**config.mk**
```make
export PLATFORM = sky130hd
export DESIGN_NAME = mul_share_arbiter
export DESIGN_NICKNAME = d
export VERILOG_FILES = /design/src/rtl/mul_share_arbiter.sv
export SDC_FILE = /design/constraint.sdc
export NUM_CORES = 1
export LEC_CHECK = 0
export CORE_MARGIN = 2
export CORE_UTILIZATION = 40
export CTS_CLUSTER_SIZE = 28
export DETAILED_ROUTE_END_ITERATION = 16
export PLACE_DENSITY = 0.81
export SLEW_MARGIN = 20
export SYNTH_ARGS = -nofsm -noshare
export SYNTH_HDL_FRONTEND = slang
export SYNTH_SLANG_ARGS = --single-unit
export TNS_END_PERCENT = 50
```
**constraint.sdc**
```tcl
create_clock -name clk -period 2.7 [get_ports clk]
set_clock_uncertainty 0.1 [all_clocks]
set_input_delay 0.54 -clock clk [delete_from_list [all_inputs] [get_ports clk]]
set_output_delay 0.54 -clock clk [all_outputs]
set_load 0.005 [all_outputs]
```
**src/rtl/mul_share_arbiter.sv**
```systemverilog
// Shares one unsigned WIDTH x WIDTH array multiplier between two requesters.
// Round-robin grant in IDLE, programmable settle delay in CALC, held response in DONE.
module mul_share_arbiter #(
   parameter int WIDTH      = 4,
   parameter int MUL_CYCLES = 1
) (
   input  logic               clk,
   input  logic               rst_n,
   input  logic               req0_valid,
   input  logic [WIDTH-1:0]   req0_a,
   input  logic [WIDTH-1:0]   req0_b,
   output logic               req0_ready,
   input  logic               req1_valid,
   input  logic [WIDTH-1:0]   req1_a,
   input  logic [WIDTH-1:0]   req1_b,
   output logic               req1_ready,
   output logic               rsp_valid,
   output logic [2*WIDTH-1:0] rsp_data,
   output logic               rsp_id,
   input  logic               rsp_ready,
   output logic               busy
);

   localparam logic [1:0] S_IDLE = 2'd0;
   localparam logic [1:0] S_CALC = 2'd1;
   localparam logic [1:0] S_DONE = 2'd2;

   localparam int            CW       = (MUL_CYCLES > 1) ? $clog2(MUL_CYCLES) : 1;
   localparam logic [CW-1:0] CNT_LOAD = CW'(MUL_CYCLES - 1);

   logic [1:0]         r_state;
   logic [WIDTH-1:0]   r_a;
   logic [WIDTH-1:0]   r_b;
   logic               r_id;
   logic [CW-1:0]      r_cnt;
   logic               r_last;
   logic               r_rsp_valid;
   logic [2*WIDTH-1:0] r_rsp_data;
   logic               r_rsp_id;

   logic               w_idle;
   logic               w_gnt1;
   logic               w_hs;
   logic [2*WIDTH-1:0] w_prod;

   assign w_idle = (r_state == S_IDLE);
   // On a tie, requester 1 wins only when requester 0 was served last.
   assign w_gnt1 = req1_valid & (~req0_valid | ~r_last);
   assign w_hs   = w_idle & (req0_valid | req1_valid);

   assign req0_ready = w_idle & req0_valid & ~w_gnt1;
   assign req1_ready = w_idle & w_gnt1;

   assign w_prod = {{WIDTH{1'b0}}, r_a} * {{WIDTH{1'b0}}, r_b};

   assign rsp_valid = r_rsp_valid;
   assign rsp_data  = r_rsp_data;
   assign rsp_id    = r_rsp_id;
   assign busy      = ~w_idle;

   always_ff @(posedge clk or negedge rst_n) begin
      if (!rst_n) begin
         r_state     <= S_IDLE;
         r_a         <= '0;
         r_b         <= '0;
         r_id        <= 1'b0;
         r_cnt       <= '0;
         r_last      <= 1'b1;
         r_rsp_valid <= 1'b0;
         r_rsp_data  <= '0;
         r_rsp_id    <= 1'b0;
      end else begin
         case (r_state)
            S_IDLE: begin
               if (w_hs) begin
                  r_a     <= w_gnt1 ? req1_a : req0_a;
                  r_b     <= w_gnt1 ? req1_b : req0_b;
                  r_id    <= w_gnt1;
                  r_last  <= w_gnt1;
                  r_cnt   <= CNT_LOAD;
                  r_state <= S_CALC;
               end
            end
            S_CALC: begin
               // Product is captured only once the array has had MUL_CYCLES cycles to settle.
               if (r_cnt != '0) begin
                  r_cnt <= r_cnt - CW'(1);
               end else begin
                  r_rsp_data  <= w_prod;
                  r_rsp_id    <= r_id;
                  r_rsp_valid <= 1'b1;
                  r_state     <= S_DONE;
               end
            end
            S_DONE: begin
               if (rsp_ready) begin
                  r_rsp_valid <= 1'b0;
                  r_state     <= S_IDLE;
               end
            end
            default: r_state <= S_IDLE;
         endcase
      end
   end

endmodule
```
==> run_results.csv <==
group,metric,value,unit
placement,dp.cells,221,
worst_hold_path,hp-start,"rsp_data[3]",
yosys,ys_seq_area_share,37.9,%
global_route,grtUsageTotal,16.9,%
worst_setup_path,reg2reg_slack,-0.09,ns
yosys,ys_types,31,
floorplan,std_cell_rows,21,
clock_network,clockRootBuffer,"clkbuf_4",
pwr,power_density,1410,nW/µm²
worst_setup_path,crit_arrival,2.90,ns
placement,place_ws,-0.0678,ns
drt,route.detailed.drc,0,
yosys,yosys_warnings,0,
drt,wl_per_cell,14.5,µm
clock_network,cts_buffers,3,
placement,place_area,1880,µm²
timing,finalSetupViolations,1,
floorplan,design.core.area,3420,µm²
clock_network,tritoncts,"built",
drt,top_layer,"met4",
worst_setup_path,cp-start-kind,"flop",
layout,syn2layout_area_growth,38.3,%
worst_hold_path,worst_hold_path_type,"flop to flop",
layout,antenna_cells,0,
placement,gp_congestion,0.783,
yosys,synth-seq-cells,22,
clock_network,cts_sinks,22,
timing,layout_setup_ws,-0.0886,ns
layout,final_cells,228,
drt,vias_per_cell,5.21,
placement,dpl.hpwl,2.46,mm
worst_setup_path,critPathRequiredTime,2.81,ns
worst_hold_path,hold_depth,2,
timing,max_slew.worst_pin.slew,0.505,ns
clock_network,cts_max_level,1,
layout,final.fill_count,277,
timing,finalCriticalPeriod,2.79,ns
global_route,grt_max_degree,23,
yosys,avgSynthCellArea,10.6,µm²
timing,slew_viol_final,0,
layout,nets,220,
yosys,synthCells,137,
yosys,yosys_most_used_dff,"dfrtp_1",
timing,rsz0062_at_grt,"true",
layout,fin_area,2010,µm²
worst_setup_path,rr_endpoint,"rsp_data[7]",
timing,fmax,0.359,GHz
timing,maxSlewHeadroom,66.3,%
worst_setup_path,critPathKind,"flop to flop",
yosys,synth_edf_count,0,
worst_hold_path,hold_end,"rsp_data[3]",
worst_setup_path,reg2reg_from,"r_b[3]",
placement,io_buffers,33,
status,outcome,"finished with violations",
drt,wl,3.32,mm
global_route,first_global_vias,1234,
pwr,irDropWorstVdd,0.601,mV
drt,dr_wl_met3,160,µm
floorplan,die_w,64.3,µm
drt,dr.pass1.iters,4,
drt,drtIter0Drc,18,
yosys,synth_commonest_cells,"nand2_1, dfrtp_1, mux2_2",
clock_network,hold_buffers,0,
drt,antenna_left,0,
floorplan,io_pins,34,
layout,multi_input_area,931,µm²
floorplan,dieArea,4140,µm²
yosys,synthTopCellsByArea,"dfrtp_1, mux2_2, ha_1",
global_route,grt_overflow,0,
floorplan,fp.dieH,64.3,µm
global_route,antenna_found_initial,0,
job,drv_cap,0,
global_route,grt_pass1_wl,5.49,mm
yosys,synthArstFlopShare,100,%
yosys,netlist_area,1460,µm²
yosys,syn_nets,174,
worst_setup_path,worstSetupEndpointType,"flop",
yosys,synth_top_area_cell,"dfrtp_1",
yosys,yosysTopAreaCellShare,36.1,%
clock_network,clockBufferDepth,2,
clock_network,clk_pin_slew,0.12,ns
worst_setup_path,path_max_fanout,3,
drt,dr_wl_met2,1.74,mm
layout,regArea,552,µm²
drt,num_vias,1187,
timing,period_share,103,%
yosys,synth.most_common_cell,"nand2_1",
floorplan,start_util,42.6,%
layout,drive_gt1_share,26.9,%
worst_setup_path,r2r_cells,8,
pwr,p_leak,0.000899,µW
timing,hold_viol_final,0,
clock_network,clk_latency,0.32,ns
drt,wl_met1,1.31,mm
status,failed_checks,"setup timing",
stage by stage:
| step | hold slack [ns] | total power [µW] | setup TNS [ns] | utilization [%] |
|---|---|---|---|---|
| after global routing | 0.436 | 3060 | -0.199 | 58.9 |
| final | 0.396 | 2830 | -0.0886 | 58.9 |
| after detailed placement | 0.370 | 2220 | -0.0860 | 55.1 |
| after CTS | 0.400 | 2530 | 0 | 56.8 |
| after floorplan | 0.144 | 1660 | 0 | - |
| after global placement | 0.351 | 2120 | 0 | 55.1 |
power breakdown:
group | total (µW) | internal, µW | switching (µW)
combinational | 2020 | 1090 | 928
clock | 164 | 57.9 | 106
sequential | 650 | 497 | 153
total | 2830 | 1650 | 1190
cell families after synthesis:
group / share of synthesized area [%]
and+or+nand+nor: 19.9
DFF: 37.9
AOI/OAI and AO/OA: 9.12
muxes: 12.4
adders and majority gates: 15.8
buffers and inverters: 4.21
xor gates and xnor gates: 0.602
final cells by class:
cell class	instances	area share [%]
clock buffers	4	1.31
well taps	46	2.86
inverters	9	1.68
multi-input cells	103	46.3
flip-flops and latches	22	27.4
repair buffers	44	20.5
worst max-delay path, stage by stage, from the launching register on:
cell and delay, ns:
dfrtp_1 0.40, nand2_1 0.09, fa_1 0.55, inv_2 0.04, fa_2 0.59, ha_4 0.23
a211oi_4 0.27, nor3_2 0.06, or3_1 0.35
worst max path at each step:
stage	startpoint	end	slack, ns	cells past startpoint
after floorplan	r_a[0]	rsp_data[7]	0.03	8
after global routing	r_b[3]	rsp_data[7]	-0.17	8
after global placement	req0_valid	req0_ready	0.0003	4
final	r_b[3]	rsp_data[7]	-0.09	8
after detailed placement	r_b[2]	rsp_data[7]	-0.07	8
after CTS	r_b[2]	rsp_data[7]	0.0008	8
registers in the layout, summed over array words and instances, names as in the netlist:
name and flops:
rsp_id 1, rsp_data 8, r_state 2, r_a 4, r_id 1, r_last 1
r_b 4, rsp_valid 1
per-layer routing:
layer	vias to the layer above	GRT usage, %
li1	561	-
met1	564	17.8
met2	50	31.5
met3	12	3.17
met4	0	9.04
met5	-	0
cell usage in the layout, fill, tap and decap left out, types with 4 or more instances in the layout:
| cell | count |
|---|---|
| ha_1 | 7 |
| and2_1 | 13 |
| dfrtp_1 | 21 |
| nor2_1 | 4 |
| mux2_2 | 15 |
| nand2_1 | 21 |
| buf_4 | 11 |
| clkdlybuf4s50_1 | 32 |
| a21oi_1 | 5 |
| inv_1 | 8 |
| ha_4 | 5 |
repair_timing:
action                     4_1_cts  5_1_grt
setup endpoints to repair        3        2
setup buffers                    1        2
pin swaps                        2        3
cloned                           0        0
resized for setup                4        8
Power figures use the tool's default switching activity.
